**src/rtl/bcd_entry_to_val_if.sv**
```systemverilog
// Key-entry bundle between the keypad front end and bcd_entry_to_val.
// The master drives keys and strobes; the slave returns the packed word.
interface bcd_entry_to_val_if;
   logic        key_valid;
   logic [3:0]  key;
   logic [1:0]  mode;
   logic        enter;
   logic        clear;
   logic [11:0] val;
   logic        val_valid;
   logic        err;
   logic        busy;

   modport master (
      output key_valid, key, mode, enter, clear,
      input  val, val_valid, err, busy
   );

   modport slave (
      input  key_valid, key, mode, enter, clear,
      output val, val_valid, err, busy
   );
endinterface

```
**src/rtl/bcd_entry_to_val.sv**
```systemverilog
// Digit-entry assembler: key codes -> packed 12-bit operand word.
// Optional NEG_ZERO_FIX_EN: commit "-0" operands as +0.
module bcd_entry_to_val #(
   parameter logic [3:0]  NEG_CODE = 4'd10,
   parameter int unsigned MAG8_MAX = 255
) (
   input logic              clk,
   input logic              rst,
   bcd_entry_to_val_if.slave bus
);

   typedef enum logic [2:0] {
      IDLE, OP1, OP2, DONE, ERR
   } state_t;

   state_t      st, st_n;
   logic [1:0]  md, md_n;
   logic [7:0]  acc, acc_n;
   logic        sg, sg_n;
   logic        s1, s1_n;
   logic [3:0]  m1, m1_n;
   logic [2:0]  cnt, cnt_n;
   logic        nk, nk_n;
   logic [11:0] val_n;
   logic        vv_n;
   logic        err_n;
   logic        busy_n;

   logic        is_dig;
   logic        is_neg;
   logic        acc_key;
   logic        run;
   logic        commit;
   logic        bin_k;
   logic        neg_k;
   logic        dig_k;
   logic [11:0] wide;
   logic [11:0] lim;
   logic        fs1;
   logic        fsg;

   // Pack operand fields into the display/operand word.
   function automatic logic [11:0] pack(
      input logic [1:0] f_md,
      input logic       f_s1,
      input logic [3:0] f_m1,
      input logic       f_sg,
      input logic [7:0] f_acc,
      input logic       f_op2
   );
      logic [11:0] w;
      w = 12'hC00;
      case (f_md)
         2'b00: begin
            if (f_op2)
               w = {2'b00, f_s1, f_m1, f_sg, f_acc[3:0]};
            else
               w = {2'b00, f_sg, f_acc[3:0], 5'b0};
         end
         2'b01: w = {2'b01, f_sg, 1'b0, f_acc};
         2'b10: w = {2'b10, 4'b0, f_acc[5:0]};
         default: w = 12'hC00;
      endcase
      return w;
   endfunction

   assign is_dig  = (bus.key <= 4'd9);
   assign is_neg  = (bus.key == NEG_CODE);
   assign acc_key = bus.key_valid && (is_dig || is_neg);

`ifdef NEG_ZERO_FIX_EN
   assign fs1 = s1 && (m1 != 4'd0);
   assign fsg = sg && (acc != 8'd0);
`else
   assign fs1 = s1;
   assign fsg = sg;
`endif

   // Next-state, accumulator update and registered-output values.
   always_comb begin
      st_n   = st;
      md_n   = md;
      acc_n  = acc;
      sg_n   = sg;
      s1_n   = s1;
      m1_n   = m1;
      cnt_n  = cnt;
      nk_n   = nk;
      val_n  = bus.val;
      vv_n   = 1'b0;
      run    = 1'b0;
      commit = 1'b0;
      bin_k  = 1'b0;
      neg_k  = 1'b0;
      dig_k  = 1'b0;
      wide   = '0;
      lim    = '0;

      if (bus.clear) begin
         st_n  = IDLE;
         acc_n = '0;
         sg_n  = 1'b0;
         s1_n  = 1'b0;
         m1_n  = '0;
         cnt_n = '0;
         nk_n  = 1'b0;
      end else if (bus.enter) begin
         if (st == OP1 && md == 2'b00) begin
            st_n  = OP2;
            s1_n  = sg;
            m1_n  = acc[3:0];
            sg_n  = 1'b0;
            acc_n = '0;
            nk_n  = 1'b0;
         end else if (st == OP1 || st == OP2) begin
            st_n   = DONE;
            commit = 1'b1;
         end
      end else if (acc_key) begin
         if (st == IDLE || st == DONE) begin
            md_n  = bus.mode;
            acc_n = '0;
            sg_n  = 1'b0;
            s1_n  = 1'b0;
            m1_n  = '0;
            cnt_n = '0;
            nk_n  = 1'b0;
            if (bus.mode == 2'b11) begin
               st_n = ERR;
            end else begin
               st_n = OP1;
               run  = 1'b1;
            end
         end else if (st == OP1 || st == OP2) begin
            run = 1'b1;
         end
      end

      if (run) begin
         bin_k = (md_n == 2'b10);
         neg_k = !bin_k && is_neg;
         dig_k = !bin_k && !is_neg;
         lim   = (md_n == 2'b00) ? 12'd15
                                 : 12'(MAG8_MAX);
         wide  = ({4'd0, acc_n} * 12'd10)
               + {8'd0, bus.key};
         unique case (1'b1)
            bin_k: begin
               if (bus.key > 4'd1 || cnt_n == 3'd6) begin
                  st_n = ERR;
               end else begin
                  acc_n = {acc_n[6:0], bus.key[0]};
                  cnt_n = cnt_n + 3'd1;
               end
            end
            neg_k: begin
               if (nk_n) begin
                  st_n = ERR;
               end else begin
                  sg_n = 1'b1;
                  nk_n = 1'b1;
               end
            end
            dig_k: begin
               if (wide > lim) begin
                  st_n = ERR;
               end else begin
                  acc_n = wide[7:0];
                  nk_n  = 1'b1;
               end
            end
            default: ;
         endcase
      end

      case (st_n)
         IDLE: val_n = '0;
         ERR:  val_n = 12'hC00;
         OP1, OP2:
            val_n = pack(md_n, s1_n, m1_n, sg_n,
                         acc_n, st_n == OP2);
         DONE: begin
            if (commit) begin
               val_n = pack(md, fs1, m1, fsg,
                            acc, 1'b1);
               vv_n  = 1'b1;
            end
         end
         default: val_n = 12'hC00;
      endcase

      err_n  = (st_n == ERR);
      busy_n = (st_n == OP1) || (st_n == OP2);
   end

   // State, accumulators and registered outputs.
   always_ff @(posedge clk or posedge rst) begin
      if (rst) begin
         st            <= IDLE;
         md            <= 2'b00;
         acc           <= '0;
         sg            <= 1'b0;
         s1            <= 1'b0;
         m1            <= '0;
         cnt           <= '0;
         nk            <= 1'b0;
         bus.val       <= '0;
         bus.val_valid <= 1'b0;
         bus.err       <= 1'b0;
         bus.busy      <= 1'b0;
      end else begin
         st            <= st_n;
         md            <= md_n;
         acc           <= acc_n;
         sg            <= sg_n;
         s1            <= s1_n;
         m1            <= m1_n;
         cnt           <= cnt_n;
         nk            <= nk_n;
         bus.val       <= val_n;
         bus.val_valid <= vv_n;
         bus.err       <= err_n;
         bus.busy      <= busy_n;
      end
   end

endmodule

```
**src/flat_wrapper.sv**
```systemverilog
// flat-port wrapper written by rule: the top's interface ports become plain ports
module bcd_entry_to_val_flat 
#(
   parameter logic [3:0]  NEG_CODE = 4'd10,
   parameter int unsigned MAG8_MAX = 255
)
  (clk, rst, bus_key_valid, bus_key, bus_mode, bus_enter, bus_clear, bus_val, bus_val_valid, bus_err, bus_busy);
  bcd_entry_to_val_if bus_i ();
  input logic clk;
  input logic rst;
  input wire logic [$bits(bus_i.key_valid)-1:0] bus_key_valid;
  input wire logic [$bits(bus_i.key)-1:0] bus_key;
  input wire logic [$bits(bus_i.mode)-1:0] bus_mode;
  input wire logic [$bits(bus_i.enter)-1:0] bus_enter;
  input wire logic [$bits(bus_i.clear)-1:0] bus_clear;
  output wire logic [$bits(bus_i.val)-1:0] bus_val;
  output wire logic [$bits(bus_i.val_valid)-1:0] bus_val_valid;
  output wire logic [$bits(bus_i.err)-1:0] bus_err;
  output wire logic [$bits(bus_i.busy)-1:0] bus_busy;
  assign bus_i.key_valid = bus_key_valid;
  assign bus_i.key = bus_key;
  assign bus_i.mode = bus_mode;
  assign bus_i.enter = bus_enter;
  assign bus_i.clear = bus_clear;
  assign bus_val = bus_i.val;
  assign bus_val_valid = bus_i.val_valid;
  assign bus_err = bus_i.err;
  assign bus_busy = bus_i.busy;
  bcd_entry_to_val #(.NEG_CODE(NEG_CODE), .MAG8_MAX(MAG8_MAX)) u_core (.clk(clk), .rst(rst), .bus(bus_i));
endmodule
```
**config.mk**
```make
export PLATFORM = sky130hd
export DESIGN_NAME = bcd_entry_to_val_flat
export DESIGN_NICKNAME = d
export VERILOG_FILES = /design/src/rtl/bcd_entry_to_val_if.sv /design/src/rtl/bcd_entry_to_val.sv /design/src/flat_wrapper.sv
export SDC_FILE = /design/constraint.sdc
export NUM_CORES = 1
export LEC_CHECK = 0
export ABC_AREA = 1
export BUFFER_PORTS_ARGS = -buffer_cell sky130_fd_sc_hd__buf_2
export CAP_MARGIN = 20
export CORE_MARGIN = 2
export CORE_UTILIZATION = 65
export CTS_CLUSTER_SIZE = 8
export DETAILED_ROUTE_END_ITERATION = 10
export HOLD_SLACK_MARGIN = 0.12
export PLACE_DENSITY = 0.83
export SETUP_SLACK_MARGIN = 0.4
export SYNTH_ARGS = -nofsm -noshare
export SYNTH_HDL_FRONTEND = slang
export SYNTH_SLANG_ARGS = --single-unit
```
**constraint.sdc**
```tcl
create_clock -name clk -period 10.9 [get_ports clk]
set_input_delay 2.18 -clock clk [delete_from_list [all_inputs] [get_ports clk]]
set_output_delay 2.18 -clock clk [all_outputs]
set_load 0.1 [all_outputs]
```
==> flow_summary.toml, run 1 <==
[run]
maxCapViolations = 0

[yosys]
synth_xor_area_frac = 0.0192
synth-simple-area-share = 0.410
synth_compound_area_frac = 0.0784
syn_nets = 485
synthCells = 451
yosysUniqueCellTypes = 38
syn_area_mm2 = 0.00319
syn_area_per_cell_um2 = 7.08
synth-warning-count = 0
synth_top_family_by_area = "simple AND/OR/NAND/NOR gates"
synth_adder_area_share = 0.0949
synthMuxAreaShare = 0
synth-seq-cells = 38
yosysSeqAreaShare = 0.298

[critical_path]
regToRegSetupSlack_ns = 5.32
slowest_stage = "nor3_1"
critPathLaunch = "bus_key[2]"
required_ns = 11.09
r2r-start = "u_core.md[1]$_DFF_PP0_"
cp-end-kind = "flip-flop"
crit_top_cell = "nand2_1"
max_stage_delay_ns = 0.54
crit_fanout = 13
cp.arrival_ns = 7.18
critPathLaunchType = "primary input"
crit_type = "in2reg"

[pwr]
switching_share = 0.465
pwr_density_cell_mw_per_mm2 = 151
p_seq_frac = 0.319
p_leak_uw = 0.00197
peakVddDrop_v = 0.0000830
p_switching_uw = 247
p_int_uw = 284
p_comb_frac = 0.453
p_clk_frac = 0.228

[floorplan]
chipWidth_um = 74.1
fp-row-count = 25
die-height_um = 74.1
core_mm2 = 0.00472
io_pins = 26
start_util = 0.676
die_area_mm2 = 0.00549

[clock_network]
cts_tree = "yes"
insertion_delay_ns = 0.29
cts-root-buf = "clkbuf_8"
post_cts_buffers = 0
cts_max_path_buffers = 2
cts_hold_buf = 0
clkSlewWorstSetupHoldPaths_ns = 0.08
htree_num_levels = 2
cts_sinks = 38
ctsResizeCount = 0
cts_made_buffers = 5

[final_layout]
antenna_cells = 0
nFillCells = 413
fin_nets = 516
final_common_cell = "nand2_1"
post-route-util = 0.744
layout-drive-gt1-share = 0.170
design_area_mm2 = 0.00351
mostFrequentLayoutCells = "nand2_1 (142), inv_1 (70), dfrtp_1 (38)"
synthToLayoutAreaGrowth_pct = 10.0
multi_input_area_mm2 = 0.00192
seq_area_um2 = 951

[timing]
tightestPinTransition_ns = 0.886
fin_skew_ns = 0.00782
max_freq_mhz = 143
relSlewSlack = 0.407
rsz0062_at_grt = "false"
slew_violations = 0
hold_viol = 0
hold_slack_ns = 0.477
setup_violations = 0
period_needed_ns = 7.00
fin_crit_sh = 0.642
timing.setup.tns_ns = 0

[place]
gp_routability_congestion = 0.881
io_buffers = 25
dpl_cell_area_mm2 = 0.00340
hpwl_um = 5940

[global_routing]
grt_overflow_total = 0
grt_usage = 0.298
antenna_found_initial = 0
grt_pass1_wl_um = 12600
grt_max_degree = 39
grt_pass1_vias = 2803

[detailed_routing]
routed_via_density = 5.46
drt_wl_total_um = 7510
drtIter0Drc = 180
drcViolationCount = 0
routed-via-count = 2995
drt_pass1_iterations = 5
avgRoutedWirePerCell_um = 13.7
ant_nets = 0

[worst_hold_path]
min_from = "u_core.bus.val[3]$_DFFE_PP0P_"
hold_class = "reg2reg"

[status]
outcome = "finished, final reports clean"
## cell type report
class / instances / share of cell area
multi-input combinational: 331 / 0.548
sequential: 38 / 0.271
inverter: 79 / 0.0855
timing repair buffer: 27 / 0.0399
tap: 67 / 0.0239
clock buffer: 6 / 0.0235
clock inverter: 1 / 0.00855
## cells in the mapped netlist
cell / instances / area share
nand2_1: 142 / 0.17
inv_1: 70 / 0.082
dfrtp_1: 38 / 0.30
nand3_1: 36 / 0.056
o21ai_0: 22 / 0.034
ha_1: 21 / 0.082
nor2_1: 21 / 0.025
a21oi_1: 12 / 0.019
nor3_1: 9 / 0.014
nand2_4: 7 / 0.025
nand4_1: 7 / 0.014
nor2_4: 7 / 0.025
inv_2: 6 / 0.0071
nand2_2: 5 / 0.0098
nand3_2: 5 / 0.016
xor2_1: 5 / 0.014
nor2_2: 4 / 0.0078
nand3_4: 3 / 0.016
nand3b_1: 3 / 0.0071
o211ai_1: 3 / 0.0071
or2_2: 3 / 0.0059
a21oi_2: 2 / 0.0055
fa_1: 2 / 0.013
nor2_8: 2 / 0.013
o21ai_1: 2 / 0.0031
xnor2_1: 2 / 0.0055
buf_2: 1 / 0.0016
buf_4: 1 / 0.0024
clkbuf_1: 1 / 0.0012
clkinv_1: 1 / 0.0012
clkinv_2: 1 / 0.0016
inv_4: 1 / 0.0020
nand4_4: 1 / 0.0067
nor3_2: 1 / 0.0031
o21a_1: 1 / 0.0024
o221ai_1: 1 / 0.0027
o22ai_1: 1 / 0.0020
o31ai_1: 1 / 0.0024
## power by group through the flow
stage / sequential, µW / combinational (µW) / clock [µW]
final: 169 / 241 / 121
after global routing: 171 / 261 / 128
after CTS: 169 / 238 / 123
after detailed placement: 171 / 237 / 0
after global placement: 171 / 234 / 0
after floorplan: 221 / 138 / 0
## cells by family after synthesis
logic type | Yosys count
AO/OA/AOI/OAI | 45
XOR/XNOR | 7
adder cells (fa/ha/maj) | 23
buffers and inverters | 82
flip-flops | 38
AND/OR/NAND/NOR | 256
## worst max-delay path: cells and delay by family
family | cells | cell delay, ns
simple gates | 20 | 2.79
fa+ha+maj | 4 | 1.33
buf+inv | 5 | 0.46
compound gates | 2 | 0.29
xor+xnor | 1 | 0.13
## state kept, by name, summed over array words and instances (netlist names)
| signal | cells |
|---|---|
| u_core.acc | 8 |
| u_core.bus.busy | 1 |
| u_core.bus.err | 1 |
| u_core.bus.val | 12 |
| u_core.bus.val_valid | 1 |
| u_core.cnt | 3 |
| u_core.fs1 | 1 |
| u_core.fsg | 1 |
| u_core.m1 | 4 |
| u_core.md | 2 |
| u_core.nk | 1 |
| u_core.st | 3 |
## per-layer routing
layer,global-route usage,wire length [µm]
met5,0,0
met4,0.133,287
met1,0.348,3190
met3,0.0420,280
met2,0.539,3750
## final timing paths
kind | end | cells after the start
max in group asynchronous | u_core.acc[6]$_DFF_PP0_ | 3
worst max register to register | u_core.bus.val[11]$_DFFE_PP0P_ | 31
worst min register to register | u_core.bus.val[3]$_DFFE_PP0P_ | 2
min in group asynchronous | u_core.bus.val[4]$_DFFE_PP0P_ | 3
worst max-delay path | u_core.bus.val[11]$_DFFE_PP0P_ | 32
worst min-delay path | u_core.bus.val[3]$_DFFE_PP0P_ | 2
## per-stage QoR
stage	power, µW	instances	setup slack (ns)
after floorplan	359	451	4.57
after CTS	531	549	3.91
after detailed placement	408	542	3.60
after global placement	405	542	3.90
after global routing	560	549	3.50
final	531	549	3.90
Note: power is estimated with default switching activity, not from simulation.
==> run 2: changes to the inputs <==
- ABC_AREA: 1 -> 0
- CORE_UTILIZATION: 65 -> 60
- PLACE_DENSITY: 0.83 -> 0.77
- clock period: 10.9 -> 6.6 ns (I/O delays scaled with it)
==> run 2 against run 1 <==
  * Die area up 1.1%
  * Clock skew up 0.0022 ns
  * Worst hold slack better by 0.0028 ns
  * Via count down 4.0%
  * Largest power group is now sequential cells
==> flow_summary.toml, run 2 <==
[place]
gp_routability_congestion = 0.978
dpl_cell_area_mm2 = 0.00327
place_ws_ns = -0.101
io_buffers = 25
hpwl_um = 6050

[pwr]
p_seq_frac = 0.354
peakVddDrop_v = 0.000289
finalPower_uw = 760
switching_share = 0.356
p_leak_uw = 0.00170
p_switching_uw = 270
pwr_density_cell_mw_per_mm2 = 207
p_clk_frac = 0.325
p_int_uw = 490
p_comb_frac = 0.322

[critical_path]
cp-end-kind = "flip-flop"
path_buf_inv = 4
cp.arrival_ns = 6.36
critPathLaunchType = "primary input"
cp_cell_sequence = "buf_6 -> a21o_1 -> a2111oi_4 -> nor3b_4 -> buf_4 -> and2_4 -> ha_4 -> ha_4 -> inv_2 -> fa_2 -> nor2b_4 -> nand3_2 -> xor2_2 -> ha_1 -> nand2_1 -> or4_1 -> o31a_1 -> a221o_1 -> a21oi_4 -> o32ai_4 -> nor2_4 -> inv_2 -> a2111oi_4 -> a31o_1"
max_stage_delay_ns = 0.46
crit_family = "compound AO/OA/AOI/OAI gates"
crit_type = "in2reg"
slowest_stage = "fa_2"
required_ns = 6.83
crit_fanout = 7

[detailed_routing]
routed-via-count = 2875
drtIter0Drc = 217
avgRoutedWirePerCell_um = 18.7
drcViolationCount = 0
routed_via_density = 6.29
drt_wl_total_um = 8530
drt_pass1_iterations = 5
ant_nets = 0

[floorplan]
die-height_um = 74.5
fp-row-count = 25
die_area_mm2 = 0.00555
start_util = 0.627
chipWidth_um = 74.5
core_mm2 = 0.00475
io_pins = 26

[clock_network]
cts_max_path_buffers = 2
htree_num_levels = 2
insertion_delay_ns = 0.30
cts_hold_buf = 0
cts_sinks = 38
cts-root-buf = "clkbuf_8"
clkSlewWorstSetupHoldPaths_ns = 0.07
cts_tree = "yes"
cts_made_buffers = 5

[global_routing]
grt_usage = 0.309
grt_max_degree = 39
grt_overflow_total = 0
grt_pass1_wl_um = 12800
grt_pass1_vias = 2669
antenna_found_initial = 0
gr-usage-met1 = 0.421
top_usage_layer = "met2"
met3_usage = 0.0542
use_met2 = 0.492

[final_layout]
largest_register_ffs = 12
final_common_cell = "nand2_1"
layout-drive-gt1-share = 0.269
antenna_cells = 0
top_regs = "u_core.bus.val x12, u_core.acc x8, u_core.m1 x4"
fin_nets = 423
synthToLayoutAreaGrowth_pct = 23.2
design_area_mm2 = 0.00367
mostFrequentLayoutCells = "nand2_1 (46), dfrtp_1 (38), nor2_1 (29)"
nFillCells = 354
regMostFlops = "u_core.bus.val"

[yosys]
synth_top_area_share = 0.319
synth-seq-cells = 38
synth-warning-count = 0
yosysUniqueCellTypes = 63
syn_nets = 374
syn_area_mm2 = 0.00298
syn_area_per_cell_um2 = 8.77
yosys.area.top_type = "dfrtp_1"
synth_edf_count = 0
synth_most_common_cell = "nand2_1"
synthFlopType = "dfrtp_1"
async_flop_share = 1.00
synth_commonest_cells = "nand2_1 (46), dfrtp_1 (38), nor2_1 (30)"
yosysSeqAreaShare = 0.319
synthCells = 340
synth_area_leaders = "dfrtp_1 (32%), ha_1 (8.8%), nand2_1 (5.8%), nor2_1 (3.8%), a21oi_1 (3.5%)"

[timing]
slew_violations = 0
max_freq_mhz = 163
finalWorstSetupSlack_ns = 0.465
rsz0062_at_grt = "true"
period_needed_ns = 6.14
fin_crit_sh = 0.930
fin_skew_ns = 0.0100
setup_violations = 0
hold_viol = 0
relSlewSlack = 0.335
tightestPinTransition_ns = 0.992

[worst_hold_path]
hold_class = "reg2reg"

[run]
maxCapViolations = 0

[status]
outcome = "finished, final reports clean"
run 2: cell count changes in the layout (fill, tap and decap cells not counted), sizes merged, moves of 4 or more:
cell	delta
a211oi	+7
a21o	+6
a21oi	+10
a22oi	+4
and2	+12
buf	+24
inv	-58
mux2i	+7
nand2	-108
nand3	-31
nand4	-4
nor2b	+6
o21ai	-9
xnor2	+5
run 2: cell type report:
cell class	count	area [µm²]	share of cell area
inverter	19	71.3	0.0194
tap	67	83.8	0.0228
clock buffer	6	82.6	0.0225
multi-input combinational	274	2080	0.565
sequential	38	951	0.259
clock inverter	2	60.1	0.0163
timing repair buffer	51	350	0.0953
run 2: metal layers:
layer / part of all wire / wire length [µm]
met5: 0 / 0
met4: 0.023 / 194
met3: 0.080 / 681
met2: 0.47 / 3990
met1: 0.43 / 3660
run 2: cells by family after synthesis:
| family | count (synthesis) | synth area share |
|---|---|---|
| mux | 10 | 0.0361 |
| xor+xnor | 12 | 0.0378 |
| simple gates | 142 | 0.238 |
| flops | 38 | 0.319 |
| buf+inv | 28 | 0.0403 |
| compound gates | 87 | 0.227 |
| fa+ha+maj | 23 | 0.102 |
run 2: path summary, 6_finish.rpt:
check,start,end,slack [ns],cells past startpoint
max,bus_key[1],u_core.bus.val[7]$_DFFE_PP0P_,0.46,24
min,u_core.bus.val[1]$_DFFE_PP0P_,u_core.bus.val[1]$_DFFE_PP0P_,0.48,2
max reg2reg,u_core.st[0]$_DFF_PP0_,u_core.bus.val[7]$_DFFE_PP0P_,1.10,23
min reg2reg,u_core.bus.val[1]$_DFFE_PP0P_,u_core.bus.val[1]$_DFFE_PP0P_,0.48,2
max in group asynchronous,rst,u_core.acc[2]$_DFF_PP0_,5.14,3
min in group asynchronous,rst,u_core.md[1]$_DFF_PP0_,1.12,3
run 2: power by group through the flow:
stage | clock network [µW] | logic (µW) | registers (µW)
finish | 247 | 244 | 269
CTS | 249 | 216 | 268
floorplan | 0 | 133 | 292
global placement | 0 | 209 | 272
global route | 258 | 259 | 270
detailed placement | 0 | 212 | 273
run 2: what timing repair did:
item                                    in CTS  in global routing
resized for setup                            2                 30
hold endpoints to repair                     0                  0
buffers inserted                             2                 14
endpoints found under the setup margin      12                 20
pin swaps                                    0                 20
cloned                                       0                  0
run 2: worst min-delay path, cell delays in order (launching register included):
cell and delay [ns]:
dfrtp_1 0.35, nand2_1 0.05, nand2_1 0.05
run 2: metrics by stage:
step | setup TNS (ns) | hold WS [ns] | cells | util
final | 0 | 0.479 | 457 | 0.773
after global routing | 0 | 0.524 | 457 | 0.773
after CTS | 0 | 0.491 | 443 | 0.722
after detailed placement | -0.420 | 0.462 | 433 | 0.687
after global placement | 0 | 0.455 | 433 | 0.687
after floorplan | 0 | 0.494 | 340 | -
